File: src/rtl/input_sram_loader.sv
// Streams valid/ready words into the M1 and M3 input SRAMs at matching addresses,
// then holds Top's start until Top reports done, so back-to-back runs can be chained.
module input_sram_loader #(
  parameter int DATA_W = 128,
  parameter int ADDR_W = 16
) (
  input  logic              clock,
  input  logic              reset,
  input  logic              load_req,
  input  logic [ADDR_W:0]   word_count,
  input  logic              s_valid,
  input  logic [DATA_W-1:0] s_data,
  output logic              s_ready,
  output logic              M1_WriteEnable,
  output logic [ADDR_W-1:0] M1_WriteAddress,
  output logic [DATA_W-1:0] M1_WriteBus,
  output logic              M3_WriteEnable,
  output logic [ADDR_W-1:0] M3_WriteAddress,
  output logic [DATA_W-1:0] M3_WriteBus,
  output logic              top_start,
  input  logic              top_done,
  output logic              busy,
  output logic              load_done,
  output logic [ADDR_W:0]   words_loaded
);

  typedef enum logic [1:0] {IDLE, LOAD, FLUSH, ARMED} state_t;

  localparam logic [ADDR_W:0]   CAP      = {1'b1, {ADDR_W{1'b0}}};
  localparam logic [ADDR_W:0]   WL_ONE   = {{ADDR_W{1'b0}}, 1'b1};
  localparam logic [ADDR_W-1:0] ADDR_ONE = {{(ADDR_W-1){1'b0}}, 1'b1};

  state_t              state_q, state_d;
  logic [ADDR_W:0]     cnt_q, cnt_d;
  logic [ADDR_W-1:0]   addr_q, addr_d;
  logic [ADDR_W:0]     wl_q, wl_d;
  logic                we_q, we_d;
  logic [ADDR_W-1:0]   wa_q, wa_d;
  logic [DATA_W-1:0]   wd_q, wd_d;
  logic                done_q, done_d;
  logic [ADDR_W:0]     cnt_clamped;
  logic [ADDR_W:0]     wl_inc;

  // Requests beyond SRAM capacity are clamped so the address never wraps.
  assign cnt_clamped = (word_count > CAP) ? CAP : word_count;
  assign wl_inc      = wl_q + WL_ONE;

  always_comb begin
    state_d = state_q;
    cnt_d   = cnt_q;
    addr_d  = addr_q;
    wl_d    = wl_q;
    we_d    = 1'b0;
    wa_d    = wa_q;
    wd_d    = wd_q;
    done_d  = 1'b0;
    case (state_q)
      IDLE: begin
        if (load_req) begin
          cnt_d  = cnt_clamped;
          addr_d = '0;
          wl_d   = '0;
          if (cnt_clamped == '0) begin
            state_d = ARMED;
            done_d  = 1'b1;
          end else begin
            state_d = LOAD;
          end
        end
      end
      LOAD: begin
        if (s_valid) begin
          we_d   = 1'b1;
          wa_d   = addr_q;
          wd_d   = s_data;
          addr_d = addr_q + ADDR_ONE;
          wl_d   = wl_inc;
          // Final word: its write lands in FLUSH, alongside the done pulse.
          if (wl_inc == cnt_q) begin
            state_d = FLUSH;
            done_d  = 1'b1;
          end
        end
      end
      FLUSH: state_d = ARMED;
      ARMED: begin
        if (top_done) state_d = IDLE;
      end
      default: state_d = IDLE;
    endcase
  end

  always_ff @(posedge clock or posedge reset) begin
    if (reset) begin
      state_q <= IDLE;
      cnt_q   <= '0;
      addr_q  <= '0;
      wl_q    <= '0;
      we_q    <= 1'b0;
      wa_q    <= '0;
      wd_q    <= '0;
      done_q  <= 1'b0;
    end else begin
      state_q <= state_d;
      cnt_q   <= cnt_d;
      addr_q  <= addr_d;
      wl_q    <= wl_d;
      we_q    <= we_d;
      wa_q    <= wa_d;
      wd_q    <= wd_d;
      done_q  <= done_d;
    end
  end

  assign s_ready         = (state_q == LOAD);
  assign busy            = (state_q != IDLE);
  assign top_start       = (state_q == ARMED);
  assign load_done       = done_q;
  assign words_loaded    = wl_q;
  assign M1_WriteEnable  = we_q;
  assign M1_WriteAddress = wa_q;
  assign M1_WriteBus     = wd_q;
  assign M3_WriteEnable  = we_q;
  assign M3_WriteAddress = wa_q;
  assign M3_WriteBus     = wd_q;

endmodule

File: config.mk
export PLATFORM = sky130hd
export DESIGN_NAME = input_sram_loader
export DESIGN_NICKNAME = d
export VERILOG_FILES = /design/src/rtl/input_sram_loader.sv
export SDC_FILE = /design/constraint.sdc
export NUM_CORES = 1
export LEC_CHECK = 0
export CORE_AREA = 2 2 178 180
export CTS_BUF_LIST = sky130_fd_sc_hd__clkbuf_16
export DETAILED_ROUTE_END_ITERATION = 7
export DIE_AREA = 0 0 180 182
export GPL_ROUTABILITY_DRIVEN = 0
export RECOVER_POWER = 100
export SLEW_MARGIN = 20
export SYNTH_ARGS = -nofsm -noshare
export SYNTH_HDL_FRONTEND = slang
export SYNTH_SLANG_ARGS = --single-unit
File: constraint.sdc
create_clock -name clock -period 10.36 [get_ports clock]
set_clock_uncertainty 0.1 [all_clocks]
set_input_delay 2.072 -clock clock [delete_from_list [all_inputs] [get_ports clock]]
set_output_delay 2.072 -clock clock [all_outputs]
set_load 0.02 [all_outputs]
# == Yosys cells after proc, flatten, opt, wreduce, memory -nomap -nowiden ==
# Index checks and enable logic that the tools add are counted.
# op_classes
n_addsub,2
multipliers,0
n_div,0
magnitude_cmp,1
eq_ne,8
n_shift,0
muxes,20
bitwise,0
reduce_logical,8
# op_table
op,n
17-bit two-way mux,3
17-bit case mux with 2 select lines,1
16-bit two-way mux,2
16-bit case mux with 2 select lines,1
17-bit by 1-bit adder with 17-bit output (second input constant),1
17-bit == test,1
17-bit > comparator (second input constant),1
17-bit zero test,1
16-bit by 1-bit adder with 16-bit output (second input constant),1
2-bit two-way mux,5
2-bit case mux with 4 select lines,1
1-bit two-way mux,6
2-bit == test (second input constant),2
2-bit by 1-bit != test with 1-bit output (second input constant),2
2-bit != test (second input constant),2
2-bit AND reduction,2
4-bit AND reduction,1
2-bit nonzero test,2
3-bit AND reduction,1
2-bit by 1-bit == test with 1-bit output (second input constant),1
2-bit zero test,1
1-bit case mux with 2 select lines,1
# totals
reg_bits,198
latch_bits,0
ramBits,0
mem_bits_ro,0
input_bits,150
out_inout_bits,311
wordCells,47
memories,0

# == Depth between registers and ports, before layout ==
# Gate-level depths: netlist of run 1.
# logic_depth
ltp_word,6
mapped_depth,10
ltp_nobuf,9

# == Least setup slack after synthesis of run 1 ==
# OpenSTA, ideal clock, no wires.
# synth_timing
kind,input to register
start,input port s_valid
end,register wd_q[12] (netlist: M1_WriteBus[12])
setup_ns,0.125
arrival_ns,3.264
required_time_ns,10.135
slack_ns,6.871
path_stages,5
n_path_buf,2
cell_sequence,nand2_1 inv_1 clkbuf_1 buf_1 mux2_2
# synth_via
elab_chain_cells,1
# synth_rtl
item,line_no,text
"start, declared",11,"input logic s_valid,"
2-bit AND reduction (no line),-,
"end signal, assigned",110,wd_q <= wd_d;
"end, declared",39,"logic [DATA_W-1:0] wd_q, wd_d;"
# Every way passes these cells.
# A chain may end at the register's enable or synchronous reset.

==> results.md, run 1 <==
- Total Die Area: roughly 33000 um^2
- CP Capture Type: asynchronous set/reset pin
- Cts repair resizes: 0
- Post-synthesis net count: 928
- Clk sink count: 198
- CP max stage cell: clkinvlp_2
- Setup bufs post-CTS: 0
- # setup viols final: 0
- Pwr dens: roughly 310 nW/um^2
- CP Launch Point: reset
- Max stage delay on crit path: 3.11 ns
- Final wirelength: 28.1 mm
- Async S/R FF share, synth: 100%
- Final Slew Violations: 180
- GRT Total Usage: 16.8%
- TritonCTS buffer count: 17
- Hold Path End: M1_WriteBus[31]
- Startpoint types: input port
- FF+latch count, synth: 198
- Final Hold Viols: 0
- Most used DFF post-synth: dfrtp_1
- H-tree levels: 4
- Die span in x: 180 um
- CTS Hold Buffers Added: 0
- Port buffer count: 460
- Layout fillers: 2912
- Hold_ws: roughly 0.43 ns
- Fin nets: 1238
- VDD IR max: 0.150 mV
- WL per Instance: 18.7 um
- First-pass detailed-route iteration total: 4
- R2R Setup Slk: around 5 ns
- Netlist cell types: 47
- Detailed placement HPWL: about 22 mm
- R2R cell count: 6
- Vias per inst: 4.51
- Failing checks: max-capacitance violations, max-slew violations
- Setup WS post-layout: 3.72 ns
- Layout cells sized above 1: 17.0%
- Total Power: 4.30 mW
- GRT overflow: 0
- Dpl cell area: 13400 um^2
- Post-synthesis cell count: 771
- Worst setup path class: in2async
- Worst hold path class: reg2reg
- Tcrit/Tclk final: 64.1%
- Initial antenna violation count: 3
- Outcome: complete, but fails checks
- Count leader, synth: dfrtp_1
- CTS tree: yes
- Setup TNS: 0 ns
- Worst hold start: M1_WriteBus[31]
- Crit-path cells: dlygate4sd3_1 -> clkinvlp_2 -> buf_4
- 1st-iter DRT viols: between 300 and 400
- Mean Syn Cell Area: 12.2 um^2
- Drt drc: 0
- Final ANT Viol Nets: 0
- Largest net degree at the start of global routing: about 130
- Worst flop-to-flop path startpoint: state_q[1]
- Via Count: 6754
- Buf/Inv on CP: 3
- Lkg Pwr: between 5 and 6 nW
- RSZ-0062 raised after global routing: false
- Synth cell count leaders: dfrtp_1, buf_4, mux2_2
- Cell area after synthesis: between 9000 and 10000 um^2
- Crit path DAT: 6.96 ns
- Slew @ Worst Pin: 5.58 ns
- DP Worst Slack: roughly 5.0 ns
- Core area: 31000 um^2
- First-pass GRT wire length: 42.0 mm
- Initial core utilization: 30.4%
- Largest fanout on the critical path: 124
- Placement Rows: 65
- Req. time, crit path: 10.68 ns
- Gate family responsible for the most delay along the worst path: buffers and inverters
- Vias in the first global route: 6749
- Root Buffer: clkbuf_16
- Yosys top cell area share: 52.6%
- Ranking of synthesized cells by area: dfrtp_1, mux2_2, buf_4, nand2_1, xnor2_1
- Hold depth: 1
- Clk_lat worst skew: about 0.43 ns
- Cell taking the most area after synthesis: dfrtp_1
- Max cap viols: 2
- Fmax: 151 MHz
- Layout area overhead: 48.0%
- Longest Clk Path Bufs: 2
- Fin area: 14000 um^2
- Clk pin slew, worst setup/hold paths: 0.07 ns
- Post-synth EDFFs: 0
- I/O pins: 461
- R2R Path End: M1_WriteBus[74]
- Yosys warnings: 0
- Minimum clock period after layout: between 6 and 7 ns
- Die Height: between 150 and 200 um
- Register area share after synthesis: 52.6%
- Rel. slew slack: -274%
kinds of logic after synthesis:
kind of cell,synth area share (%)
DFF,52.6
buffers and inverters,13.1
muxes,17.3
and+or+nand+nor,7.24
AOI/OAI and AO/OA,5.23
xor gates and xnor gates,3.62
adders and majority gates,0.929
how the worst max path moves through the flow:
stage,end,cells after the start
global placement,M1_WriteBus[73],5
floorplan,M1_WriteAddress[0],1
detailed placement,M1_WriteBus[74],5
CTS,M1_WriteBus[115],5
finish,M1_WriteAddress[15],3
global route,M1_WriteAddress[15],3
power breakdown:
part	switching, mW	leakage (nW)	internal, mW
sequential	0.264	2.47	1.07
clock	0.329	0.292	0.345
combinational	1.20	3.20	1.09
total	1.80	5.96	2.51
stage by stage:
step                      instances  util [%]
after detailed placement       1464      43.1
after floorplan                 771         -
after global routing           1498      45.0
after global placement         1464      43.1
after CTS                      1495      45.0
final                          1499      45.0
layout make-up:
cell class | instances | area, um^2 | area share (%)
diodes | 4 | 10.0 | 0.0717
clock buffers | 17 | 425 | 3.05
clock inverters | 14 | 161 | 1.16
inverters | 9 | 40.0 | 0.287
multi-input cells | 392 | 3240 | 23.2
flip-flops and latches | 198 | 4950 | 35.5
well taps | 402 | 503 | 3.61
repair buffers | 463 | 4620 | 33.1
layer usage:
layer	global-route usage, %	vias to the layer above	part of all wire [%]
met5	0	-	0
met4	5.59	0	2.2
met3	3.47	28	5.0
met2	29.9	246	53
met1	20.2	3318	40
li1	-	3162	-
placed cells by master (no fill, tap or decap), drive strengths merged, types with 2 or more instances in the layout:
master | synthesis | layout
dlygate4sd3 | 0 | 314
dfrtp | 198 | 198
clkdlybuf4s50 | 0 | 146
mux2 | 145 | 145
nand2 | 49 | 49
o21ai | 26 | 26
nor2 | 22 | 22
xnor2 | 21 | 21
clkbuf | 22 | 19
xor2 | 18 | 18
a22o | 18 | 18
inv | 9 | 18
nand4 | 9 | 9
nand3 | 9 | 9
nor3 | 9 | 9
o31ai | 8 | 8
a21oi | 7 | 7
ha | 7 | 7
nor4 | 7 | 7
or3 | 6 | 6
and3 | 6 | 6
diode | 0 | 4
nand2b | 4 | 4
o211ai | 4 | 4
clkinv | 0 | 3
and2 | 2 | 2
o311ai | 2 | 2
or2 | 2 | 2
registers in the layout, indices dropped and copies added (netlist names):
| name | cells |
|---|---|
| M1_WriteAddress | 16 |
| M1_WriteBus | 128 |
| M1_WriteEnable | 1 |
| addr_q | 16 |
| cnt_q | 17 |
| load_done | 1 |
| state_q | 2 |
| words_loaded | 17 |
(Power assumes the default switching activity.)
==> inputs of run 2 (changes only) <==
--- a/config.mk
+++ b/config.mk
@@ -10,6 +10,7 @@
 export DETAILED_ROUTE_END_ITERATION = 7
 export DIE_AREA = 0 0 180 182
 export GPL_ROUTABILITY_DRIVEN = 0
+export PLACE_DENSITY = 0.66
 export RECOVER_POWER = 100
 export SLEW_MARGIN = 20
 export SYNTH_ARGS = -nofsm -noshare
==> constraint.sdc (replaced) <==
create_clock -name clock -period 5.8 [get_ports clock]
set_clock_uncertainty 0.1 [all_clocks]
set_input_delay 1.16 -clock clock [delete_from_list [all_inputs] [get_ports clock]]
set_output_delay 1.16 -clock clock [all_outputs]
set_load 0.02 [all_outputs]
==> results.md, run 2 (synthesis results as in run 1) <==
- Outcome: complete, but fails checks
- Failing checks: max-capacitance violations
- Via Count: between 6000 and 7000
- Pwr dens: 551 nW/um^2
- Layout cells sized above 1: 17.3%
- Most common cell after layout, fill and taps aside: dlygate4sd3_1
- Max stage delay on crit path: 0.67 ns
- Layout area overhead: 48.3%
- Setup TNS: 0 ns
- Total Die Area: between 30000 and 40000 um^2
- Crit path DAT: 4.02 ns
- CP max stage cell: inv_6
- GRT Total Usage: between 10% and 20%
- Layout Utilization: a little under half
- Root Buffer: clkbuf_16
- Drt drc: 0
- Die span in x: approximately 180 um
- Initial antenna violation count: 4
- VDD IR max: around 0.26 mV
- Minimum clock period after layout: 3.78 ns
- Crit-path cells: dlygate4sd3_1 -> nand2_1 -> inv_6 -> nand2_1 -> or3_1 -> o21ai_0
- Max cap viols: 1
- Layout fillers: about 2900
- First-pass GRT wire length: 41.7 mm
- Clk sink count: between 150 and 200
- Die Height: 182 um
- RSZ-0062 raised after global routing: false
- Longest Clk Path Bufs: 2
- Placement Rows: 65
- 1st-iter DRT viols: between 300 and 400
- Worst setup path class: in2reg
- TritonCTS buffer count: 17
- Vias per inst: 4.58
- Clk_lat worst skew: roughly 0.43 ns
- Initial core utilization: 30.4%
- Port buffer count: 460
- Detailed placement HPWL: 21.7 mm
- H-tree levels: 4
- Core area: 31000 um^2
- Lkg Pwr: 5.98 nW
- CTS tree: yes
- Final ANT Viol Nets: 0
- Startpoint types: input port
- # setup viols final: 0
- CTS Hold Buffers Added: 0
- Vias in the first global route: approximately 6800
- Fin nets: 1238
- Clk pin slew, worst setup/hold paths: roughly 0.080 ns
- Largest net degree at the start of global routing: 124
- Commonest cells after routing, fill and taps aside: dlygate4sd3_1, dfrtp_1, clkdlybuf4s50_1
- Rel. slew slack: 0.0618%
- Cell mode on critical path: nand2_1
- Final wirelength: 27.7 mm
- Tcrit/Tclk final: approximately two thirds
- WL per Instance: around 18 um
- Worst hold path class: reg2reg
- First-pass detailed-route iteration total: 4
- CP Capture Type: flip-flop
- Buf/Inv on CP: 2
- Largest fanout on the critical path: 55
- Cts repair resizes: 0
- Setup bufs post-CTS: 0
- Gate family responsible for the most delay along the worst path: simple AND/OR/NAND/NOR gates
- Final Hold Viols: 0
- I/O pins: ~460
- Final Slew Violations: 0
- Largest register FFs: 128
- Req. time, crit path: 6.04 ns
- Fmax: 265 MHz
- GRT overflow: 0
- Slew @ Worst Pin: 1.49 ns
-- run 2: changes by cell type in the layout (fill, tap and decap cells not counted), sizes merged --
cell / delta
buf: +2
diode: -1
clkinv: +1
clkbuf: -2
-- run 2: final cells by class --
type / count / area [um^2] / area share (%)
timing repair buffer: 463 / 4650 / 33.3
multi-input combinational: 392 / 3240 / 23.2
sequential: 198 / 4950 / 35.4
clock buffer: 17 / 425 / 3.04
antenna: 3 / 7.51 / 0.0537
inverter: 9 / 40.0 / 0.286
clock inverter: 15 / 158 / 1.13
tap: 402 / 503 / 3.60
-- run 2: metal layers --
metal  part of all wire (%)  wire length (um)  GRT usage [%]  vias to the layer above
met5                  0.047                13              0                        -
met4                    1.2               320           4.16                        2
met3                    5.8              1600           4.13                       24
met2                     53             14700           29.8                      248
met1                     40             11000           19.7                     3440
li1                       -                 -              -                     3157
-- run 2: final timing paths --
kind	startpoint	depth (start not counted)	slack (ns)	end
max in group asynchronous	reset	3	2.87	M1_WriteBus[69]
worst min-delay path	M1_WriteBus[125]	1	0.42	M1_WriteBus[125]
worst min register to register	M1_WriteBus[125]	1	0.42	M1_WriteBus[125]
min in group asynchronous	reset	2	1.43	M1_WriteBus[93]
worst max register to register	state_q[1]	7	2.39	words_loaded[3]
worst max-delay path	s_valid	6	2.02	words_loaded[3]
-- run 2: where the power goes --
group          switching, mW  internal [mW]
combinational           2.18           1.93
clock                  0.592          0.614
sequential             0.472           1.92
-- run 2: worst register-to-register path, stage by stage, from the launching register on --
cell,delay [ns]
dfrtp_1,0.44
inv_1,0.12
ha_1,0.35
nand2_1,0.63
inv_6,0.68
nand2_1,0.49
or3_1,0.44
o21ai_0,0.08
-- run 2: per-stage QoR --
stage	power, mW	hold WS (ns)	setup WS [ns]	instances	cell area (um^2)
CTS	8.22	0.436	2.06	1496	14000
finish	7.71	0.425	2.02	1499	14000
global placement	6.91	0.412	1.71	1464	13400
floorplan	5.19	0.393	1.98	771	9430
global route	8.12	0.443	1.78	1499	14000
detailed placement	6.98	0.417	1.62	1464	13400
==> inputs of run 3 (changes only) <==
==> constraint.sdc (replaced) <==
create_clock -name clock -period 3.44 [get_ports clock]
set_clock_uncertainty 0.1 [all_clocks]
set_input_delay 0.688 -clock clock [delete_from_list [all_inputs] [get_ports clock]]
set_output_delay 0.688 -clock clock [all_outputs]
set_load 0.02 [all_outputs]
==> results.md, run 3 (synthesis results as in run 1) <==
- Initial core utilization: 30.4%
- Reg power frac: 30.8%
- CTS tree: yes
- Layout cells sized above 1: 17.2%
- Setup TNS: 0 ns
- Final wirelength: 27.4 mm
- Outcome: finished, final reports clean
- Setup bufs post-CTS: 0
- Final ANT Viol Nets: 0
- Clk sink count: approximately 200
- Core area: 31000 um^2
- Vias per inst: 4.52
- Detailed placement HPWL: 21.9 mm
- Clk pin slew, worst setup/hold paths: 0.07 ns
- Fmax: 346 MHz
- Pwr dens: a little over 900 nW/um^2
- Drt drc: 0
- Tcrit/Tclk final: 84.0%
- Switching power: 5.36 mW
- Layout area overhead: 48.8%
- VDD IR max: 0.396 mV
- Req. time, crit path: approximately 2.7 ns
- Combinational Power Share: a little over half
- Largest register FFs: 128
- R2R Setup Slk: slightly below 0.6 ns
- Slew @ Worst Pin: roughly 1.2 ns
- Fin nets: roughly 1200
- Final Slew Violations: 0
- Startpoint types: flip-flop
- Worst hold path class: reg2reg
- Lkg Pwr: 6.00 nW
- First-pass detailed-route iteration total: 4
- Rel. slew slack: between 10% and 20%
- Total Power: 13.1 mW
- First-pass GRT wire length: approximately 40 mm
- Final Hold Viols: 0
- GRT Total Usage: 16.4%
- CTS Hold Buffers Added: 0
- Placement Rows: 65
- RSZ-0062 raised after global routing: false
- Via Count: roughly 6800
- Vias in the first global route: 6749
- Largest net degree at the start of global routing: 87
- WL per Instance: around 18 um
- Worst hold start: M1_WriteBus[31]
- Sw Ratio: 41.0%
- Worst setup path class: reg2out
- Die Height: 182 um
- Commonest cells after routing, fill and taps aside: dlygate4sd3_1, dfrtp_1, clkdlybuf4s50_1
- Minimum clock period after layout: 2.89 ns
- Most common cell after layout, fill and taps aside: dlygate4sd3_1
- Clk_lat worst skew: 0.43 ns
- R2R cell count: 8
- Cts repair resizes: 0
- Max cap viols: 0
- Total Die Area: 32800 um^2
- TritonCTS buffer count: 17
- Crit path DAT: 2.10 ns
- H-tree levels: 4
- Root Buffer: clkbuf_16
- Layout Utilization: 45.3%
- Clk pwr share: 16.1%
- Worst flop-to-flop path startpoint: words_loaded[0]
- GRT overflow: 0
- Internal cell power: a little under 8 mW
- R2R Path End: state_q[0]
- Initial antenna violation count: 4
- Hold Path End: M1_WriteBus[31]
- Hold depth: 1
- Die span in x: 180 um
- 1st-iter DRT viols: 394
- CP Capture Type: output pin
- Port buffer count: 460
- Largest fanout on the critical path: 10
- # setup viols final: 0
- Longest Clk Path Bufs: 2
- I/O pins: 461
-- run 3: how the worst max path moves through the flow --
stage,endpoint,slack [ns],depth (start not counted),startpoint
3_3_place_gp,words_loaded[3],0.63,6,s_valid
5_1_grt,state_q[1],0.33,8,words_loaded[0]
4_1_cts,s_ready,0.58,3,state_q[1]
6_report,s_ready,0.55,3,state_q[1]
2_1_floorplan,M1_WriteAddress[0],0.09,1,reset
3_5_place_dp,words_loaded[3],0.61,6,s_valid
-- run 3: power by group through the flow --
stage	sequential, mW	clock, mW	combinational, mW
floorplan	4.88	0	3.87
global placement	4.14	0	7.60
detailed placement	4.18	0	7.65
CTS	4.14	2.17	7.66
global route	4.19	2.27	7.34
finish	4.03	2.12	6.95
-- run 3: layout make-up --
| cell class | count | area [um^2] |
|---|---|---|
| Fill cell | 2882 | 17000 |
| Sequential cell | 198 | 4950 |
| Timing Repair Buffer | 471 | 4680 |
| Multi-Input combinational cell | 392 | 3240 |
| Tap cell | 402 | 503 |
| Clock buffer | 17 | 425 |
| Clock inverter | 13 | 180 |
| Inverter | 9 | 40.0 |
| Antenna cell | 3 | 7.51 |
-- run 3: critical path: stages (launching register included) --
cell	delay [ns]
dfrtp_1	0.44
inv_1	0.13
ha_1	0.36
dlygate4sd3_1	0.73
-- run 3: layer usage --
layer	wire length (um)	global-route usage (%)
met5	13	0
met3	1730	4.37
met2	14500	29.1
met4	532	5.59
met1	10700	19.2
-- run 3: metrics by stage --
step                worst slack [ns]  hold WS [ns]  area [um^2]  std cells
detailed placement             0.609         0.418        13500       1472
CTS                            0.583         0.433        14100       1502
floorplan                     0.0916         0.393         9430        771
finish                         0.550         0.420        14000       1505
global placement               0.632         0.412        13500       1472
global route                   0.334         0.447        14000       1505
